File: src/rtl/nibble_serial_sub16.sv
// Digit-serial subtractor: A - B - B_in, one DIGIT-bit slice per clock, LSD first.
// Define SUB_OVF_EN to add the signed-overflow output V.
module nibble_serial_sub16 #(
  parameter int WIDTH = 16,
  parameter int DIGIT = 4
) (
  input  logic             CLK,
  input  logic             RST,
  input  logic             start,
  input  logic [WIDTH-1:0] A,
  input  logic [WIDTH-1:0] B,
  input  logic             B_in,
  output logic             busy,
  output logic             done,
  output logic [WIDTH-1:0] D,
  output logic             B_out
`ifdef SUB_OVF_EN
  ,
  output logic             V
`endif
);

  localparam int N  = WIDTH / DIGIT;
  localparam int KW = (N > 1) ? $clog2(N) : 1;

  typedef enum logic {S_IDLE, S_RUN} state_t;

  state_t           r_state;
  logic [WIDTH-1:0] r_a;
  logic [WIDTH-1:0] r_b;
  logic [WIDTH-1:0] r_d;
  logic             r_bw;
  logic [KW-1:0]    r_k;
  logic             r_busy;
  logic             r_done;
  logic             r_bout;
  logic             r_v;

  logic [DIGIT-1:0] w_a_dig;
  logic [DIGIT-1:0] w_b_dig;
  logic [DIGIT:0]   w_sub;
  logic             w_last;

  // One subtract slice; the extra MSB of the result is the outgoing borrow.
  function automatic logic [DIGIT:0] sub_digit(input logic [DIGIT-1:0] a,
                                               input logic [DIGIT-1:0] b,
                                               input logic             bin);
    return {1'b0, a} - {1'b0, b} - {{DIGIT{1'b0}}, bin};
  endfunction

  assign w_a_dig = r_a[r_k*DIGIT +: DIGIT];
  assign w_b_dig = r_b[r_k*DIGIT +: DIGIT];
  assign w_sub   = sub_digit(w_a_dig, w_b_dig, r_bw);
  assign w_last  = (r_k == KW'(N - 1));

  always_ff @(posedge CLK) begin
    if (RST) begin
      r_state <= S_IDLE;
      r_d     <= '0;
      r_bw    <= 1'b0;
      r_k     <= '0;
      r_busy  <= 1'b0;
      r_done  <= 1'b0;
      r_bout  <= 1'b0;
      r_v     <= 1'b0;
    end else begin
      r_done <= 1'b0;
      case (r_state)
        S_IDLE: begin
          if (start) begin
            r_a     <= A;
            r_b     <= B;
            r_bw    <= B_in;
            r_d     <= '0;
            r_k     <= '0;
            r_busy  <= 1'b1;
            r_state <= S_RUN;
          end
        end
        S_RUN: begin
          r_d[r_k*DIGIT +: DIGIT] <= w_sub[DIGIT-1:0];
          r_bw <= w_sub[DIGIT];
          r_k  <= r_k + 1'b1;
          if (w_last) begin
            // Top digit just produced: its MSB is the sign of the finished result.
            r_bout  <= w_sub[DIGIT];
            r_v     <= (r_a[WIDTH-1] != r_b[WIDTH-1]) &
                       (w_sub[DIGIT-1] != r_a[WIDTH-1]);
            r_done  <= 1'b1;
            r_busy  <= 1'b0;
            r_k     <= '0;
            r_state <= S_IDLE;
          end
        end
        default: r_state <= S_IDLE;
      endcase
    end
  end

  assign busy  = r_busy;
  assign done  = r_done;
  assign D     = r_d;
  assign B_out = r_bout;
`ifdef SUB_OVF_EN
  assign V     = r_v;
`else
  logic w_unused_v;
  assign w_unused_v = r_v;
`endif

endmodule

File: config.mk
export PLATFORM = sky130hd
export DESIGN_NAME = nibble_serial_sub16
export DESIGN_NICKNAME = d
export VERILOG_FILES = /design/src/rtl/nibble_serial_sub16.sv
export SDC_FILE = /design/constraint.sdc
export NUM_CORES = 1
export LEC_CHECK = 0
export ABC_AREA = 1
export CAP_MARGIN = 25
export CORE_MARGIN = 5
export CORE_UTILIZATION = 51
export CTS_BUF_LIST = sky130_fd_sc_hd__clkbuf_4 sky130_fd_sc_hd__clkbuf_8
export CTS_CLUSTER_SIZE = 16
export DETAILED_ROUTE_END_ITERATION = 8
export PLACE_DENSITY = 0.83
export REMOVE_ABC_BUFFERS = 1
export SYNTH_ARGS = -nofsm -noshare
export SYNTH_HDL_FRONTEND = slang
export SYNTH_SLANG_ARGS = --single-unit
export TNS_END_PERCENT = 30
File: constraint.sdc
create_clock -name CLK -period 3.6 [get_ports CLK]
set_input_delay 0.36 -clock CLK [delete_from_list [all_inputs] [get_ports CLK]]
set_output_delay 0.36 -clock CLK [all_outputs]
set_load 0.02 [all_outputs]
; After elaboration in Yosys (flattened, before gate mapping)
; Index checks and enable logic that the tools add are counted.
; W data, S select, Z words.
[classes]
addsub = 4
multipliers = 0
n_div = 0
n_lt_le_gt_ge = 0
n_eq_ne = 3
shifts = 4
n_mux = 15
bitwise_logic = 2
reduce_logical = 4
[ops]
columns = operator, count
row1 = $neg A4 Y34, 1
row2 = $shift A4 B34 Y16 const A, 1
row3 = $shiftx A4 B34 Y16, 1
row4 = $pmux W16 S2, 1
row5 = $shiftx A16 B5 Y4, 2
row6 = $bwmux W16, 1
row7 = $mux W16, 1
row8 = $mux W1, 6
row9 = $pmux W1 S2, 3
row10 = $sub A4 B4 Y5, 1
row11 = $sub A5 B1 Y5, 1
row12 = $mux W2, 2
row13 = $pmux W2 S2, 1
row14 = $reduce_and A2 Y1, 2
row15 = $reduce_and A3 Y1, 1
row16 = $add A2 B1 Y2 const B, 1
row17 = $eq A2 B2 Y1 const B, 1
row18 = $ne A2 B1 Y1 const B, 1
row19 = $ne A2 B2 Y1 const B, 1
row20 = $not A1 Y1, 2
row21 = $reduce_or A2 Y1, 1
[word_totals]
regBits = 55
latchBits = 0
ramBits = 0
rom_bits = 0
memories = 0

; Depth between registers and ports, before layout
; Gate-level depths: netlist of run 1.
[depth]
word_depth = 6
mapped_depth = 13
ltp_nobuf = 12

; Worst setup path after synthesis of run 1
; OpenSTA, ideal clock, no wires.
[synth_path]
path_type = input to register
startpoint = in RST
endpoint = reg r_a[0], enable pin
setup_ns = 0.461
t_arrival_ns = 2.814
required_ns = 3.139
path_slack_ns = 0.325
cell_stages = 2
path_buffers = 1
cell_sequence = clkbuf_1 > nor3_1
[synth_between]
elab_chain_len = 2
[synth_rtl]
columns = element, line
row1 = start: declaration, 8  ; input logic RST,
row2 = $not A1 Y1 (no source line), --
row3 = $reduce_and A3 Y1 (no source line), --
row4 = end signal: assignment, 71  ; r_a <= A;
row5 = end: declaration, 29  ; logic [WIDTH-1:0] r_a;
; Every way passes these cells.
; A chain may end at the register's enable or synchronous reset.

; Worst setup path after layout of run 1
[layout_path]
startpoint = reg r_k[0]
endpoint = reg r_d[13] (netlist: D[13])
[layout_between]
elab_chain_len = 6
[layout_rtl]
columns = element, line
row1 = start: declaration, 33  ; logic [KW-1:0] r_k;
row2 = start signal: assignment, 83  ; r_k <= r_k + 1'b1;
row3 = "$shiftx A16 B5 Y4, on equally long branches", "51, 52"
row4 = $sub A4 B4 Y5, 48  ; return {1'b0, a} - {1'b0, b} - {{DIGIT{1'b0}}, bin};
row5 = $sub A5 B1 Y5, 48
row6 = $shiftx A4 B34 Y16, 81  ; r_d[r_k*DIGIT +: DIGIT] <= w_sub[DIGIT-1:0];
row7 = $bwmux W16 (*), 81
row8 = $pmux W16 S2 (*), 68  ; case (r_state)
row9 = end signal: indexed assignment, 81
row10 = end: declaration, 31  ; logic [WIDTH-1:0] r_d;
; Mark *: on every way between the ends. The rest lies on a longest branch, timed or not.

==> flow_metrics.py, run 1 <==
metrics = {
    "global_routing": {
        "antenna_found_initial": 0,
        "use_met1": 0.174,
        "gr-total-overflow": 0,
        "met2_usage": 0.300,
        "grt_max_degree": 33,
        "grt_pass1_wl_um": 7820,
        "grt_pass1_vias": 1814,
        "grt_busiest_layer": "met2",
        "grt_use_met3": 0.0428,
        "track_usage": 0.159,
    },
    "clock_tree": {
        "numCtsBuffers": 5,
        "cts_setup_buffers": 0,
        "cts_tree": "built",
        "clk_pin_slew_ns": 0.09,
        "cts_sinks": 55,
        "htree_levels": 2,
        "hold_buffers": 0,
        "clk_latency_ns": 0.30,
        "root_buffer": "clkbuf_8",
        "clockBufferDepth": 2,
        "cts_resized": 0,
    },
    "power_and_ir_drop": {
        "switchingPower_uw": 333,
        "power_density_nw_per_um2": 440,
        "pwr-share-seq": 0.529,
        "internal-power_uw": 992,
        "ir_drop_mv": 0.226,
        "clkPwrFrac": 0.297,
        "p_leak_nw": 1.12,
        "combPwrFrac": 0.174,
        "switching_share": 0.251,
    },
    "sta": {
        "setup_viol": 0,
        "drv_slew": 0,
        "skew_ns": 0.00539,
        "period_minus_slack_ns": 2.68,
        "tightestPinTransition_ns": 0.767,
        "rsz0062_at_grt": "no",
        "totalNegativeSetupSlack_ns": 0,
        "fmax_mhz": 373,
        "hold_viol": 0,
        "relSlewSlack": 0.487,
        "period_share": 0.745,
    },
    "placed_design": {
        "gp_congestion": 0.889,
        "dp_hpwl_um": 3460,
        "numPortBuffers": 54,
    },
    "worst_setup_path": {
        "cp-start-kind": "register",
        "end_kind": "register",
        "cpPeakStageDelay_ns": 0.48,
        "criticalPathCategory": "reg2reg",
        "path_cells": "inv_1 -> nand2_1 -> a32o_1 -> fa_1 -> inv_1 -> fa_1 -> nor3_1 -> nand2_1 -> a21oi_1",
        "critPathSlowestCell": "inv_1",
        "rrSetupSlack_ns": 0.92,
        "cp_data_arrival_time_ns": 2.90,
        "path_max_fanout": 24,
        "worst_ep_required_time_ns": 3.82,
    },
    "logic_synthesis": {
        "synth_seq_cells": 55,
        "ys_warn_count": 0,
        "avgSynthCellArea_um2": 10.3,
        "synth_cells": 225,
        "netlist-cell-type-count": 26,
        "seq_area_frac_synth": 0.612,
        "netlist_area_um2": 2320,
    },
    "die": {
        "rows": 24,
        "die_w_um": 77.5,
        "ios": 55,
        "die_h_um": 77.5,
        "initial_utilization": 0.529,
        "placeableCoreArea_um2": 4380,
        "die_area_um2": 6000,
    },
    "detailed_routing": {
        "wl_per_cell_um": 14.0,
        "drt_iter0_drc": 131,
        "vias_per_cell": 5.37,
        "drt_pass1_iterations": 5,
        "routed-via-count": 1788,
        "ant_nets": 0,
        "wl_um": 4660,
        "drc": 0,
    },
    "flow_run": {
        "maxCapViolCount": 0,
    },
    "outcome": {
        "status": "finished, final reports clean",
    },
    "finish": {
        "area.growth.synth_to_final_pct": 29.6,
        "nNetsFinal": 326,
        "antennaDiodeCount": 0,
        "fin_util": 0.686,
        "drive_gt1_frac": 0.0605,
    },
    "worst_hold_path": {
        "worstHoldPathType": "reg2reg",
    },
}
## layer usage
| metal | vias up | routed length [um] |
|---|---|---|
| li1 | 871 | - |
| met1 | 852 | 1870 |
| met2 | 58 | 2470 |
| met3 | 7 | 267 |
| met4 | 0 | 50 |
| met5 | - | 0 |
## path summary, 6_finish.rpt
check,from,end,cells past startpoint
worst max-delay path,r_k[0],D[13],9
worst min register to register,D[8],D[8],2
worst min-delay path,D[8],D[8],2
worst max register to register,r_k[0],D[13],9
## logic make-up after synthesis
logic type / synth area share
buf+inv: 0.0469
fa+ha+maj: 0.0604
compound gates: 0.103
flops: 0.612
simple gates: 0.174
xor+xnor: 0.00377
## layout by cell type, fill, tap and decap left out, drive strengths merged, types with 2 or more instances in the layout
cell,n
ha,8
clkdlybuf4s50,54
nand3,9
nor2,19
nor3,3
clkinv,2
inv,17
a32o,3
a21oi,26
edfxtp,32
nand4,2
clkbuf,5
o22ai,3
dfxtp,23
fa,2
buf,2
nand2,58
o21ai,7
## sequential cells by signal, summed over array words and instances, names as in the netlist
name	cells
r_k	2
r_state	1
B_out	1
r_bw	1
D	16
done	1
r_a	16
busy	1
r_b	16
## layout make-up
type | count | area (um^2)
Clock buffer | 5 | 68.8
Clock inverter | 3 | 38.8
Fill cell | 328 | 1380
Inverter | 17 | 63.8
Multi-Input combinational cell | 145 | 796
Sequential cell | 55 | 1420
Tap cell | 52 | 65.1
Timing Repair Buffer | 56 | 556
## cell usage after synthesis
library cell / number / area [um^2]
a21oi_1: 26 / 130
a32o_1: 3 / 30.0
nor3_1: 3 / 15.0
a32oi_1: 1 / 8.76
nor2_1: 19 / 71.3
dfxtp_1: 23 / 460
buf_2: 3 / 15.0
inv_1: 16 / 60.1
nand4_1: 2 / 12.5
nand3_1: 6 / 30.0
nand3_2: 3 / 30.0
nor4_4: 1 / 21.3
inv_2: 1 / 3.75
xor2_1: 1 / 8.76
o211a_1: 1 / 10.0
nand2_1: 56 / 210
fa_1: 2 / 40.0
o21ai_0: 7 / 35.0
o22ai_1: 3 / 18.8
buf_4: 1 / 7.51
ha_1: 8 / 100
buf_6: 1 / 11.3
edfxtp_1: 32 / 961
nand2_2: 2 / 12.5
a31oi_1: 1 / 6.26
clkbuf_1: 3 / 11.3
## power by group through the flow
stage	registers, mW	clock network (mW)	logic, mW
3_5_place_dp	0.715	0	0.227
6_report	0.701	0.393	0.230
2_1_floorplan	0.723	0	0.127
3_3_place_gp	0.714	0	0.220
5_1_grt	0.703	0.426	0.258
4_1_cts	0.701	0.399	0.230
## worst max-delay path: cells and delay by family (launching register included)
family / cells / cell delay, ns
compound gates: 2 / 0.40
fa+ha+maj: 2 / 0.87
buf+inv: 2 / 0.59
flops: 1 / 0.32
simple gates: 3 / 0.43
## per-stage QoR
step	std cells	cell area [um^2]	setup slack [ns]	power, mW	hold WS, ns
after detailed placement	325	2900	0.932	0.942	0.453
after floorplan	217	2280	0.491	0.850	0.429
after global routing	333	3010	0.622	1.39	0.485
after global placement	325	2900	1.04	0.934	0.451
final	333	3010	0.918	1.32	0.465
after CTS	333	3010	0.905	1.33	0.466
Power figures use the tool's default switching activity.
==> run 2, diff against run 1 <==
Settings changed: CORE_UTILIZATION 51 to 46, PLACE_DENSITY 0.83 to 0.79.
Clock period 3.6 ns to 2.35 ns, I/O delays scaled along.
==> run 2 against run 1 <==
Sequential power increased by 53%. Sequential cell count unchanged. Highest routed layer unchanged. Clock skew increased by 0.0049 ns. Largest power group unchanged. Power increased by 46%. Critical path type unchanged. Die area increased by 9.4%. Count of clock-buffer cells in the layout increased by 1. Sequential share of layout area decreased by 0.96 points. Largest cell class unchanged.
==> flow_metrics.py, run 2 (synthesis results as in run 1) <==
metrics = {
    "worst_setup_path": {
        "worst_ep_required_time_ns": 2.58,
        "cp-start-kind": "register",
        "path_max_fanout": 9,
        "critPathSlowestCell": "dfxtp_2",
        "path_cells": "buf_4 -> nand2_1 -> a32o_1 -> ha_1 -> inv_1 -> ha_1 -> a21oi_1 -> xor2_1 -> nand2_1 -> a31oi_1",
        "cp_data_arrival_time_ns": 2.44,
        "criticalPathCategory": "reg2reg",
        "cpPeakStageDelay_ns": 0.40,
        "end_kind": "register",
    },
    "die": {
        "die_h_um": 81.0,
        "rows": 25,
        "placeableCoreArea_um2": 4820,
        "die_area_um2": 6570,
        "ios": 55,
        "die_w_um": 81.0,
        "initial_utilization": 0.482,
    },
    "sta": {
        "tightestPinTransition_ns": 0.402,
        "rsz0062_at_grt": "no",
        "drv_slew": 0,
        "hold_viol": 0,
        "fmax_mhz": 453,
        "relSlewSlack": 0.731,
        "setup_viol": 0,
        "skew_ns": 0.0103,
        "totalNegativeSetupSlack_ns": 0,
        "period_minus_slack_ns": 2.21,
        "period_share": 0.939,
    },
    "global_routing": {
        "track_usage": 0.152,
        "grt_max_degree": 33,
        "antenna_found_initial": 0,
        "gr-total-overflow": 0,
        "grt_pass1_vias": 1744,
        "grt_pass1_wl_um": 7620,
    },
    "outcome": {
        "status": "finished, final reports clean",
    },
    "clock_tree": {
        "clk_pin_slew_ns": 0.09,
        "cts_setup_buffers": 0,
        "cts_sinks": 55,
        "cts_tree": "built",
        "clockBufferDepth": 2,
        "root_buffer": "clkbuf_8",
        "hold_buffers": 0,
        "numCtsBuffers": 5,
        "clk_latency_ns": 0.30,
        "htree_levels": 2,
    },
    "finish": {
        "nNetsFinal": 333,
        "area.growth.synth_to_final_pct": 32.5,
        "multi_input_area_um2": 808,
        "seqCellArea_um2": 1420,
        "antennaDiodeCount": 0,
        "drive_gt1_frac": 0.0972,
        "fillerInstances": 425,
        "mostFrequentLayoutCell": "nand2_1",
        "fin_util": 0.638,
        "layout_common_cells": "56 x nand2_1, 54 x clkdlybuf4s50_1, 32 x edfxtp_1, 26 x a21oi_1, 22 x dfxtp_1",
    },
    "power_and_ir_drop": {
        "power_density_nw_per_um2": 628,
        "ir_drop_mv": 0.386,
        "p_leak_nw": 1.14,
    },
    "detailed_routing": {
        "drt_pass1_iterations": 4,
        "wl_um": 4760,
        "vias_per_cell": 5.00,
        "wl_per_cell_um": 13.4,
        "drc": 0,
        "routed-via-count": 1774,
        "ant_nets": 0,
        "drt_iter0_drc": 130,
    },
    "worst_hold_path": {
        "worstHoldPathType": "reg2reg",
    },
    "placed_design": {
        "numPortBuffers": 54,
        "dp_hpwl_um": 3620,
        "gp_congestion": 0.818,
    },
    "flow_run": {
        "maxCapViolCount": 0,
    },
}
run 2: stage by stage:
stage	hold slack (ns)	cell area [um^2]	worst slack, ns	std cells	power [mW]
after floorplan	0.304	2280	-0.759	217	1.30
after global routing	0.473	3070	0.0176	355	2.03
final	0.466	3070	0.144	355	1.93
after CTS	0.468	3060	0.0149	355	1.94
after global placement	0.451	2970	0.144	347	1.44
after detailed placement	0.454	2970	0.0157	347	1.46
run 2: report_power, final:
group	total [mW]	switching, mW	internal [mW]
sequential	1.07	0.0176	1.06
clock	0.488	0.273	0.215
combinational	0.368	0.205	0.163
total	1.93	0.496	1.44
run 2: cell type report:
class                      instances  area share
multi-input combinational        145       0.263
sequential                        55       0.463
clock buffer                       6      0.0248
timing repair buffer              63       0.199
tap                               67      0.0273
clock inverter                     2     0.00244
inverter                          17      0.0208
run 2: metal layers:
layer | vias up | global-route usage | part of all wire
met5 | - | 0 | 0
met4 | 0 | 0.0524 | 0.013
met3 | 8 | 0.0399 | 0.068
met2 | 64 | 0.278 | 0.52
met1 | 814 | 0.170 | 0.40
li1 | 888 | - | -
run 2: final timing paths:
check                            start   end  slack (ns)  cells after the start
worst max-delay path            r_k[0]  r_bw        0.14                     10
worst min-delay path              D[2]  D[2]        0.47                      2
worst max register to register  r_k[0]  r_bw        0.14                     10
worst min register to register    D[2]  D[2]        0.47                      2
run 2: critical path, delay by kind of cell (launching register included):
family,cells,cell delay (ns)
adder cells (fa/ha/maj),2,0.59
AO/OA/AOI/OAI,3,0.56
flip-flops,1,0.40
buffers and inverters,2,0.25
XOR/XNOR,1,0.20
AND/OR/NAND/NOR,2,0.15
run 2: repair_timing:
item                                    4_1_cts  5_1_grt
resized for setup                             1        5
hold endpoints to repair                      0        0
endpoints found under the setup margin        2       11
pin swaps                                     0        1
